### config.mk
export PLATFORM = sky130hd
export DESIGN_NAME = screen_seq_ctrl
export DESIGN_NICKNAME = d
export VERILOG_FILES = /design/src/rtl/screen_seq_ctrl_pkg.sv /design/src/rtl/btn_sync_edge.sv /design/src/rtl/screen_seq_ctrl.sv
export SDC_FILE = /design/constraint.sdc
export NUM_CORES = 1
export LEC_CHECK = 0
export CAP_MARGIN = 20
export CORE_ASPECT_RATIO = 1.5
export CORE_MARGIN = 3
export CORE_UTILIZATION = 39
export CTS_BUF_LIST = sky130_fd_sc_hd__clkbuf_8 sky130_fd_sc_hd__clkbuf_16
export CTS_CLUSTER_SIZE = 14
export DETAILED_ROUTE_END_ITERATION = 10
export GPL_ROUTABILITY_DRIVEN = 0
export PLACE_DENSITY = 0.58
export SYNTH_ARGS = -nofsm -noshare
export SYNTH_HDL_FRONTEND = slang
export SYNTH_SLANG_ARGS = --single-unit
export TNS_END_PERCENT = 50
### constraint.sdc
create_clock -name clk -period 2.8 [get_ports clk]
set_clock_uncertainty 0.15 [all_clocks]
set_input_delay 0.42 -clock clk [delete_from_list [all_inputs] [get_ports clk]]
set_output_delay 0.42 -clock clk [all_outputs]
set_load 0.05 [all_outputs]
### src/rtl/screen_seq_ctrl_pkg.sv
// Shared definitions for the screen sequencer and the char overlay mux:
// the screen state enum, the screen_sel encodings and small helpers.
package screen_seq_ctrl_pkg;

  typedef enum logic [1:0] {
    ST_START  = 2'd0,
    ST_GAME   = 2'd1,
    ST_RESULT = 2'd2
  } state_e;

  // Overlay select codes seen by the text datapath; 2'd3 is never produced.
  localparam logic [1:0] SEL_START  = 2'd0;
  localparam logic [1:0] SEL_GAME   = 2'd1;
  localparam logic [1:0] SEL_RESULT = 2'd2;

  // Map a screen state onto the overlay select code.
  function automatic logic [1:0] state_to_sel(input state_e s);
    logic [1:0] sel;
    case (s)
      ST_GAME:   sel = SEL_GAME;
      ST_RESULT: sel = SEL_RESULT;
      default:   sel = SEL_START;
    endcase
    return sel;
  endfunction

  // Counter width for a modulus n; never narrower than one bit.
  function automatic int cnt_width(input int n);
    return (n > 1) ? $clog2(n) : 1;
  endfunction

endpackage

### src/rtl/btn_sync_edge.sv
// Two-flop synchroniser plus registered rising-edge detector for a raw
// button level. The pulse appears three clocks after the pin rises. After
// reset a rising edge is only reported once a genuine low level has been
// seen, so a button held through reset does not fire until re-pressed.
module btn_sync_edge (
  input  logic i_clk,
  input  logic i_rst,
  input  logic i_async,
  output logic o_rise
);

  logic       r_meta;
  logic       r_sync;
  logic       r_sync_d;
  logic [1:0] r_fill;
  logic       r_armed;
  logic       r_rise;

  // Synchronise, delay for edge detect, and arm only after a real low sample
  always_ff @(posedge i_clk) begin
    if (i_rst) begin
      r_meta   <= 1'b0;
      r_sync   <= 1'b0;
      r_sync_d <= 1'b0;
      r_fill   <= 2'b00;
      r_armed  <= 1'b0;
      r_rise   <= 1'b0;
    end else begin
      r_meta   <= i_async;
      r_sync   <= r_meta;
      r_sync_d <= r_sync;
      // r_fill[1] marks r_sync as holding a pin sample rather than reset value
      r_fill   <= {r_fill[0], 1'b1};
      if (r_fill[1] && !r_sync) begin
        r_armed <= 1'b1;
      end
      r_rise   <= r_armed & r_sync & ~r_sync_d;
    end
  end

  assign o_rise = r_rise;

endmodule

### src/rtl/screen_seq_ctrl.sv
// Screen sequencer: START -> GAME -> RESULT -> START. Transition requests
// are held pending and applied on a frame_tick so that the overlay select
// only changes at a frame boundary. Also owns the blink and hold counters.
module screen_seq_ctrl
  import screen_seq_ctrl_pkg::*;
#(
  parameter int BLINK_FRAMES  = 32,
  parameter int RESULT_FRAMES = 180
) (
  input  logic       clk,
  input  logic       rst,
  input  logic       vsync_in,
  input  logic       btn_start,
  input  logic       game_over,
  output logic [1:0] screen_sel,
  output logic       game_en,
  output logic       blink_on,
  output logic       frame_tick
);

  localparam int BLINK_W = cnt_width(BLINK_FRAMES);
  localparam int HOLD_W  = cnt_width(RESULT_FRAMES);
  localparam logic [BLINK_W-1:0] BLINK_LAST = BLINK_W'(BLINK_FRAMES - 1);
  localparam logic [HOLD_W-1:0]  HOLD_LAST  = HOLD_W'(RESULT_FRAMES - 1);

  logic               w_press;
  logic               w_tick;
  logic               w_req;
  state_e             w_req_tgt;
  logic               w_apply;
  state_e             w_next;

  logic               r_vs_d1;
  logic               r_vs_d2;
  logic               r_frame_tick;
  state_e             r_state;
  logic               r_pend;
  state_e             r_pend_tgt;
  logic [BLINK_W-1:0] r_blink_cnt;
  logic               r_blink_on;
  logic [HOLD_W-1:0]  r_hold_cnt;
  logic [1:0]         r_screen_sel;
  logic               r_game_en;

  btn_sync_edge u_btn_sync_edge (
    .i_clk   (clk),
    .i_rst   (rst),
    .i_async (btn_start),
    .o_rise  (w_press)
  );

  // Register vsync and keep a delayed copy to find its rising edge
  always_ff @(posedge clk) begin
    if (rst) begin
      r_vs_d1      <= 1'b0;
      r_vs_d2      <= 1'b0;
      r_frame_tick <= 1'b0;
    end else begin
      r_vs_d1      <= vsync_in;
      r_vs_d2      <= r_vs_d1;
      r_frame_tick <= w_tick;
    end
  end

  assign w_tick = r_vs_d1 & ~r_vs_d2;

  // Decode this cycle's transition request for the current state
  always_comb begin
    w_req     = 1'b0;
    w_req_tgt = r_state;
    case (r_state)
      ST_START: begin
        if (w_press) begin
          w_req     = 1'b1;
          w_req_tgt = ST_GAME;
        end
      end
      ST_GAME: begin
        if (game_over) begin
          w_req     = 1'b1;
          w_req_tgt = ST_RESULT;
        end
      end
      ST_RESULT: begin
        if (w_press || (w_tick && (r_hold_cnt == HOLD_LAST))) begin
          w_req     = 1'b1;
          w_req_tgt = ST_START;
        end
      end
      default: begin
        w_req     = 1'b0;
        w_req_tgt = ST_START;
      end
    endcase
  end

  // An existing pending target wins over a new request in the same frame
  always_comb begin
    w_apply = w_tick & (r_pend | w_req);
    w_next  = r_pend ? r_pend_tgt : w_req_tgt;
  end

  // Screen FSM with pending request, counters and registered outputs
  always_ff @(posedge clk) begin
    if (rst) begin
      r_state      <= ST_START;
      r_pend       <= 1'b0;
      r_pend_tgt   <= ST_START;
      r_blink_cnt  <= '0;
      r_blink_on   <= 1'b1;
      r_hold_cnt   <= '0;
      r_screen_sel <= SEL_START;
      r_game_en    <= 1'b0;
    end else begin
      if (w_apply) begin
        r_state      <= w_next;
        r_pend       <= 1'b0;
        r_screen_sel <= state_to_sel(w_next);
        r_game_en    <= (w_next == ST_GAME);
      end else if (w_req && !r_pend) begin
        r_pend     <= 1'b1;
        r_pend_tgt <= w_req_tgt;
      end

      // Blink runs only while START is held; text is steady otherwise
      if (w_apply || (r_state != ST_START)) begin
        r_blink_cnt <= '0;
        r_blink_on  <= 1'b1;
      end else if (w_tick) begin
        if (r_blink_cnt == BLINK_LAST) begin
          r_blink_cnt <= '0;
          r_blink_on  <= ~r_blink_on;
        end else begin
          r_blink_cnt <= r_blink_cnt + BLINK_W'(1);
        end
      end

      // Hold counter restarts on entering RESULT and saturates at the last frame
      if (w_apply || (r_state != ST_RESULT)) begin
        r_hold_cnt <= '0;
      end else if (w_tick && (r_hold_cnt != HOLD_LAST)) begin
        r_hold_cnt <= r_hold_cnt + HOLD_W'(1);
      end
    end
  end

  assign screen_sel = r_screen_sel;
  assign game_en    = r_game_en;
  assign blink_on   = r_blink_on;
  assign frame_tick = r_frame_tick;

endmodule

After elaboration in Yosys (flattened, before gate mapping)
Index checks and enable logic that the tools add are counted.
- register bits after elaboration: 32
- output and inout port bits: 5
- logic and storage cells: 65
- input port bits: 5
- equality and inequality tests: 8
- mux-type cells: 12
- bitwise logic cells: 9
- add/subtract/negate cells: 2
- reduce and logical (&&, ||, !) cells: 16
- operators with widths (kind ; count):
    $add 8x1->8 const B ; 1
    $eq 8x8->1 const B ; 1
    $mux 2 ; 4
    $ne 8x8->1 const B ; 1
    $pmux 2 s3 ; 1
    $reduce_or 2->1 ; 3
    $add 5x1->5 const B ; 1
    $eq 5x5->1 const B ; 1
    $mux 5 ; 1
    $and 1x1->1 ; 4
    $eq 2x1->1 const B ; 2
    $eq 2x2->1 const B ; 2
    $logic_and 1x1->1 ; 4
    $mux 1 ; 4
    $not 1->1 ; 4
    $pmux 2 s2 ; 1
    $reduce_and 2->1 ; 2
    $logic_or 1x1->1 ; 3
    $pmux 1 s3 ; 1
    $logic_not 1->1 ; 2
    $logic_not 2->1 ; 1
    $ne 2x2->1 const B ; 1
    $reduce_bool 2->1 ; 1
    $or 1x1->1 ; 1

Logic depth before layout (Yosys ltp)
Gate-level depths: netlist of the first run.
- word-level depth: 10
- gate-level depth with buffers: 6
- gate-level depth less buffers: 6

Modules after synthesis
From an unflattened synthesis of the first run, not the netlist that was laid out.
- cells, all modules: 143
- area total of the unflattened synthesis: 1352.5 sq um
- modules (own cells, without submodules) (module ; sequential area each (sq um) ; cells an instance ; area each (sq um) ; instances):
    screen_seq_ctrl ; 480.5 ; 127 ; 1146.1 ; 1
    btn_sync_edge ; 140.1 ; 16 ; 206.4 ; 1

Worst setup path before layout of the first run
No wires, ideal clock.
- path kind: register to register
- from: reg r_hold_cnt[2]
- to: reg r_screen_sel[0] (netlist: screen_sel[0])
- buffers on the path: 0
- data arrival time: 1.692 ns
- stages on the path, launching flop included: 5
- required time: 2.534 ns
- library setup time: 0.116 ns
- slack: 0.841 ns
- clock period less this slack: 1.959 ns
- cells stage by stage: dfxtp_1 -> or4b_4 -> or4_4 -> and4_4 -> a41o_1
- word-level cells in the longest chain between the ends: 8
- elaborated cells between the ends (all ways): 13
- those cells by class: eq/ne: 3; mux: 6; bitwise: 2; reduce/logical: 2
- ends and longest elaborated chain (what ; line ; text):
    start, declared ; screen_seq_ctrl.sv:41 ; logic [HOLD_W-1:0] r_hold_cnt;
    start signal, assigned ; screen_seq_ctrl.sv:142 ; r_hold_cnt <= r_hold_cnt + HOLD_W'(1);
    $eq 8x8->1 * ; screen_seq_ctrl.sv:85 ; if (w_press || (w_tick && (r_hold_cnt == HOLD_LAST))) begin
    $logic_and 1x1->1 * ; screen_seq_ctrl.sv:85 ;
    $logic_or 1x1->1 * ; screen_seq_ctrl.sv:85 ;
    $mux 2 ; screen_seq_ctrl.sv:85 ;
    $pmux 2 s3 ; screen_seq_ctrl.sv:71 ; case (r_state)
    $mux 2 ; screen_seq_ctrl.sv:100 ; w_next = r_pend ? r_pend_tgt : w_req_tgt;
    $eq 2x2->1 or $eq 2x1->1 (tied branches) ; screen_seq_ctrl_pkg.sv:19 ; case (s)
    $pmux 2 s2 ; screen_seq_ctrl_pkg.sv:19 ;
    end signal, assigned ; screen_seq_ctrl.sv:118 ; r_screen_sel <= state_to_sel(w_next);
    end, declared ; screen_seq_ctrl.sv:42 ; logic [1:0] r_screen_sel;
Mark *: on every way between the ends. The rest lies on a longest branch, timed or not.
A chain may end at the register's enable or synchronous reset.

Worst setup path in the final report of the first run
Ends and elaborated chain as after synthesis.

==> results of run 1 <==
[worst max-delay path: stages (launching register included)]
cell,delay (ns)
dfxtp_1,0.36
or4b_4,0.59
or4_4,0.45
and4_4,0.20
a41o_1,0.20
[sequential cells by signal (all words and copies together) (netlist names)]
name	cells
u_btn_sync_edge.r_armed	1
screen_sel	2
u_btn_sync_edge.r_meta	1
r_vs_d2	1
frame_tick	1
r_hold_cnt	8
u_btn_sync_edge.r_fill	2
u_btn_sync_edge.r_sync_d	1
blink_on	1
r_vs_d1	1
r_state	2
u_btn_sync_edge.o_rise	1
r_pend_tgt	2
r_pend	1
u_btn_sync_edge.r_sync	1
r_blink_cnt	5
[area by class of cell]
type / count / area share [%]
inverters: 2 / 0.4890
multi-input cells: 106 / 43.44
flip-flops and latches: 31 / 40.42
clock buffers: 5 / 4.482
repair buffers: 11 / 6.846
clock inverters: 3 / 1.059
well taps: 40 / 3.260
[through the flow]
stage	util (%)	total power, uW	cells
finish	48.12	831.4	198
global placement	45.45	501.0	190
floorplan	-	485.5	145
CTS	48.12	841.3	198
detailed placement	45.45	501.6	190
global route	48.12	865.8	198
[cell usage in the layout (no fill, tap or decap), drive strengths merged, types with 2 or more instances in the layout]
master | netlist | routed
ha | 3 | 3
inv | 2 | 3
o31ai | 2 | 2
a21oi | 9 | 9
nand3 | 4 | 4
buf | 1 | 2
clkbuf | 5 | 5
nor4b | 3 | 3
or2 | 2 | 2
nor2 | 16 | 16
and3 | 2 | 2
xnor2 | 3 | 3
dfxtp | 31 | 31
nor2b | 7 | 7
nand2b | 5 | 5
clkdlybuf4s50 | 0 | 9
nand4 | 5 | 5
o21ai | 8 | 8
nor3 | 7 | 7
xor2 | 4 | 4
nand2 | 8 | 8
[report_power, final]
group | internal (uW) | total [uW] | switching (uW)
sequential | 449 | 453 | 4.48
combinational | 16.3 | 38.1 | 21.9
clock | 170 | 340 | 170
[per-layer routing]
layer | GRT usage (%) | up-vias
li1 | - | 544
met1 | 17.07 | 511
met2 | 24.82 | 15
met3 | 5.631 | 5
met4 | 6.905 | 0
met5 | 0 | -
[worst max path at each step]
stage	from	endpoint	slack [ns]
floorplan	r_hold_cnt[2]	screen_sel[0]	0.84
global placement	game_over	screen_sel[0]	0.72
detailed placement	game_over	screen_sel[0]	0.66
CTS	screen_sel[0]	screen_sel[0]	0.75
global route	r_hold_cnt[0]	screen_sel[0]	0.66
finish	r_hold_cnt[2]	screen_sel[0]	0.75
[cells by family after synthesis]
logic type                 synth area share (%)
buffers and inverters                     2.557
adders and majority gates                 2.841
and+or+nand+nor                           27.56
xor gates and xnor gates                  4.640
AOI/OAI and AO/OA                         14.68
muxes                                    0.7576
DFF                                       46.97
==> impl_metrics.tcl, run 1 <==
set metrics [dict create \
    cts_root_buf "clkbuf_8" \
    ys_warn_count 0 \
    powerDensity_nw_per_um2 541.5 \
    dr.first_iter.drc_count 18 \
    core_um2 3191 \
    async_flop_share_pct 0 \
    cts.clk_slew.worst_paths_ns 0.07 \
    critPathRequiredTime_ns 2.83 \
    min_path_type "reg2reg" \
    grt_usage_pct 15.28 \
    grt_overflow 0 \
    r2r_end "screen_sel[0]" \
    cp-start-kind "flip-flop" \
    tritoncts "yes" \
    crit_arrival_ns 2.08 \
    yosysMostFrequentCell "dfxtp_1" \
    reg2reg_from "r_hold_cnt[2]" \
    clock_latency_ns 0.28 \
    routed.top_layer "met4" \
    wl_um 2660 \
    dpl_worst_slack_ns 0.6569 \
    cts_hold_buf 0 \
    grt_pass1_wl_um 4761 \
    clock.fmax_ghz 0.4869 \
    holdWs_ns 0.2446 \
    wl_met3_um 96 \
    worstSetupPathType "reg2reg" \
    synthTopCellsByArea "dfxtp_1 47%, nor2_1 4.5%, a21oi_1 3.4%" \
    synth.net_count 153 \
    yosys.area.top_type "dfxtp_1" \
    synthCells 145 \
    hold_viol 0 \
    cp_max_fo 6 \
    synth_flop_cell "dfxtp_1" \
    vias 1075 \
    wl_per_cell_um 13.43 \
    met1_length_um 1166 \
    drtAntennaViolNets 0 \
    layout.nets 165 \
    dp_hpwl_um 1866 \
    hold_depth 1 \
    wl_met2_um 1351 \
    synth_area_um2 1321 \
    maxCapViolCount 0 \
    seq_area_frac_synth_pct 46.97 \
    yosys-top-cells-count "31 x dfxtp_1, 16 x nor2_1, 9 x a21oi_1" \
    synth_top_area_share_pct 46.97 \
    hp-start "u_btn_sync_edge.r_sync_d" \
    fin_ws_ns 0.7463 \
    htree_levels 2 \
    antenna_found_initial 0 \
    endpoint_kind "flip-flop" \
    postCtsSetupRepairBufs 0 \
    die_w_um 53.53 \
    multi_input_area_um2 666.9 \
    syn_to_final_growth_pct 16.19 \
    drc 0 \
    port_buffers 9 \
    finalCriticalPeriod_ns 2.054 \
    setup_viol 0 \
    numCtsBuffers 5 \
    cts_resized 0 \
    r2r_cells 4 \
    synth_edf_count 0 \
    start_util_pct 41.41 \
    viasPerCell 5.429 \
    hold_end "u_btn_sync_edge.o_rise" \
    cts_buffer_depth 2 \
    die_y_um 77.29 \
    grt_pass1_vias 1086 \
    relSlewSlack_pct 53.92 \
    cts_sinks 31 \
    fin_crit_sh_pct 73.35 \
    layout-drive-gt1-share_pct 8.861 \
    ir_worst_vdd_mv 0.3297 \
    ys_types 38 \
    final_cell_area_um2 1535 \
    worst_pin_slew_ns 0.6840 \
    n_antenna_cell 0 \
    regArea_um2 620.6 \
    dr.pass1.iters 5 \
    ios 10 \
    timing.setup.tns_ns 0 \
    synth_seq_cells 31 \
    place_area_um2 1450 \
    status "completed" \
    die_area_um2 4137 \
    power_leakage_uw 0.0005430 \
    grt_max_degree 13 \
    n_fill_cell 338 \
    rsz0062_at_grt "no" \
    rrSetupSlack_ns 0.75 \
    rows 25 \
    synth_area_per_cell_um2 9.112 \
    drv_slew 0 \
]
No activity file was read; power rests on OpenSTA's default activity.
==> run 2, diff against run 1 <==
--- a/config.mk
+++ b/config.mk
@@ -13,7 +13,7 @@
 export CTS_CLUSTER_SIZE = 14
 export DETAILED_ROUTE_END_ITERATION = 10
 export GPL_ROUTABILITY_DRIVEN = 0
-export PLACE_DENSITY = 0.58
+export PLACE_DENSITY = 0.6
 export SYNTH_ARGS = -nofsm -noshare
 export SYNTH_HDL_FRONTEND = slang
 export SYNTH_SLANG_ARGS = --single-unit
==> constraint.sdc (replaced) <==
create_clock -name clk -period 1.75 [get_ports clk]
set_clock_uncertainty 0.15 [all_clocks]
set_input_delay 0.2625 -clock clk [delete_from_list [all_inputs] [get_ports clk]]
set_output_delay 0.2625 -clock clk [all_outputs]
set_load 0.05 [all_outputs]
==> run 2 against run 1 <==
The run now ends with setup timing left. First-iteration DRC count up 33%. Clock-buffer cell count grew 1. Via count is 7.5% higher. Hold slack gained 0.00067 ns. Clock power is 110% higher. Largest cell class unchanged.
==> impl_metrics.tcl, run 2 (synthesis gave the netlist of run 1 again) <==
set metrics [dict create \
    status "complete, but fails checks" \
    violations "setup timing" \
    hold_depth 1 \
    cp_top_family "simple AND/OR/NAND/NOR gates" \
    slowest_stage "or4b_4" \
    p_seq_share_pct 47.7 \
    endpoint_kind "flip-flop" \
    tritoncts "yes" \
    crit_arrival_ns 1.96 \
    antenna_found_initial 0 \
    cts_sinks 31 \
    min_path_type "reg2reg" \
    cp_num_buf_inv 0 \
    n_fill_cell 308 \
    multi_input_area_um2 685.7 \
    clock.fmax_ghz 0.5170 \
    ios 10 \
    grt_overflow 0 \
    grt_pass1_wl_um 4754 \
    crit_chain "or4b_4 > or4_4 > and4_4 > a41o_1" \
    reg2reg_from "r_hold_cnt[3]" \
    syn_to_final_growth_pct 31.72 \
    setup_viol 4 \
    start_util_pct 41.41 \
    rows 25 \
    grt_usage_pct 15.63 \
    dr.pass1.iters 4 \
    drc 0 \
    dr.first_iter.drc_count 24 \
    cts_buffer_depth 2 \
    dp_hpwl_um 2060 \
    power.switching_uw 308.6 \
    hold_end "u_btn_sync_edge.o_rise" \
    cts_hold_buf 0 \
    viasPerCell 5.255 \
    finalCriticalPeriod_ns 1.934 \
    combPwrFrac_pct 4.7 \
    rrSetupSlack_ns -0.18 \
    cp.depth 4 \
    r2r_cells 4 \
    wl_per_cell_um 12.79 \
    grt_pass1_vias 1142 \
    power_switching_share_pct 20.29 \
    htree_levels 2 \
    layout.nets 187 \
    mostFrequentLayoutCell "dfxtp_1" \
    clock_latency_ns 0.28 \
    core_um2 3191 \
    postCtsSetupRepairBufs 0 \
    grt_max_degree 12 \
    fin_crit_sh_pct 110.5 \
    rsz0062_at_grt "yes" \
    p_total_uw 1521 \
    drv_slew 0 \
    relSlewSlack_pct 75.99 \
    slowest_delay_ns 0.54 \
    regMostFlops "r_hold_cnt" \
    final_cell_area_um2 1740 \
    largest_register_ffs 8 \
    cts_root_buf "clkbuf_8" \
    mostFrequentLayoutCells "30 x dfxtp_1, 29 x buf_4, 16 x nor2_1" \
    port_buffers 9 \
    power_leakage_uw 0.0006733 \
    die_area_um2 4137 \
    cp_max_fo 4 \
    ir_worst_vdd_mv 0.5716 \
    layout-drive-gt1-share_pct 26.67 \
    reg_top3 "r_hold_cnt (8), r_blink_cnt (5)" \
    cp-start-kind "flip-flop" \
    r2r_end "screen_sel[0]" \
    maxCapViolCount 0 \
    drtAntennaViolNets 0 \
    place_area_um2 1603 \
    die_w_um 53.53 \
    vias 1156 \
    worst_pin_slew_ns 0.3574 \
    hp-start "u_btn_sync_edge.r_sync_d" \
    worstSetupPathType "reg2reg" \
    die_y_um 77.29 \
    critPathRequiredTime_ns 1.78 \
    regArea_um2 621.8 \
    n_antenna_cell 0 \
    intPower_uw 1212 \
    wl_um 2813 \
    fin_ws_ns -0.1842 \
    hold_viol 0 \
    powerDensity_nw_per_um2 873.9 \
    numCtsBuffers 5 \
    p_clk_share_pct 47.6 \
    cts.clk_slew.worst_paths_ns 0.06 \
]
run 2: worst max path at each step:
| stage | start | slack [ns] | to |
|---|---|---|---|
| 6_report | r_hold_cnt[3] | -0.18 | screen_sel[0] |
| 5_1_grt | r_hold_cnt[3] | -0.23 | screen_sel[0] |
| 4_1_cts | r_hold_cnt[3] | -0.19 | screen_sel[0] |
| 3_5_place_dp | r_hold_cnt[6] | -0.18 | screen_sel[0] |
| 3_3_place_gp | r_hold_cnt[6] | -0.16 | screen_sel[0] |
| 2_1_floorplan | r_hold_cnt[6] | -0.19 | screen_sel[0] |
run 2: metal layers:
layer	share of wire, %	global-route usage, %	up-vias
met5	0	0	-
met4	3.0	9.719	0
met3	3.8	5.437	8
met2	50	25.06	20
met1	43	16.75	544
li1	-	-	584
run 2: power by group through the flow:
| stage | clock network [uW] | registers [uW] | logic, uW |
|---|---|---|---|
| 2_1_floorplan | 0 | 742 | 34.5 |
| 3_3_place_gp | 0 | 741 | 68.6 |
| 3_5_place_dp | 0 | 741 | 69.9 |
| 4_1_cts | 747 | 725 | 70.8 |
| 5_1_grt | 778 | 726 | 79.1 |
| 6_report | 725 | 725 | 71.2 |
run 2: final cells by class:
class                      count  area share [%]
clock buffer                   6           4.745
clock inverter                 2           2.013
inverter                       2          0.4313
multi-input combinational    106           39.40
sequential                    31           35.73
tap                           40           2.876
timing repair buffer          33           14.81
run 2: worst register-to-register path: stages, from the launching register on:
cell     delay (ns)
dfxtp_2        0.32
or4b_4         0.54
or4_4          0.43
and4_4         0.20
a41o_1         0.19
run 2: timing repair:
action / 4_1_cts / 5_1_grt
gates resized for setup: 3 / 5
pin swaps: 1 / 3
endpoints found under the setup margin: 12 / 14
run 2: stage by stage:
step	setup TNS, ns	cells	utilization, %	hold WS, ns	setup WS [ns]
detailed placement	-0.7643	212	50.24	0.2428	-0.1806
global route	-0.7090	220	54.55	0.2557	-0.2311
CTS	-0.3889	220	54.20	0.2493	-0.1856
global placement	-0.5282	212	50.24	0.2286	-0.1567
floorplan	-0.2601	145	-	0.1841	-0.1867
finish	-0.4371	220	54.55	0.2452	-0.1842
==> run 3, diff against run 2 <==
--- a/config.mk
+++ b/config.mk
@@ -14,6 +14,7 @@
 export DETAILED_ROUTE_END_ITERATION = 10
 export GPL_ROUTABILITY_DRIVEN = 0
 export PLACE_DENSITY = 0.6
+export SLEW_MARGIN = 20
 export SYNTH_ARGS = -nofsm -noshare
 export SYNTH_HDL_FRONTEND = slang
 export SYNTH_SLANG_ARGS = --single-unit
==> results of run 3 <==
Same layout as run 2: the final DEF is identical, and so are final timing and power.
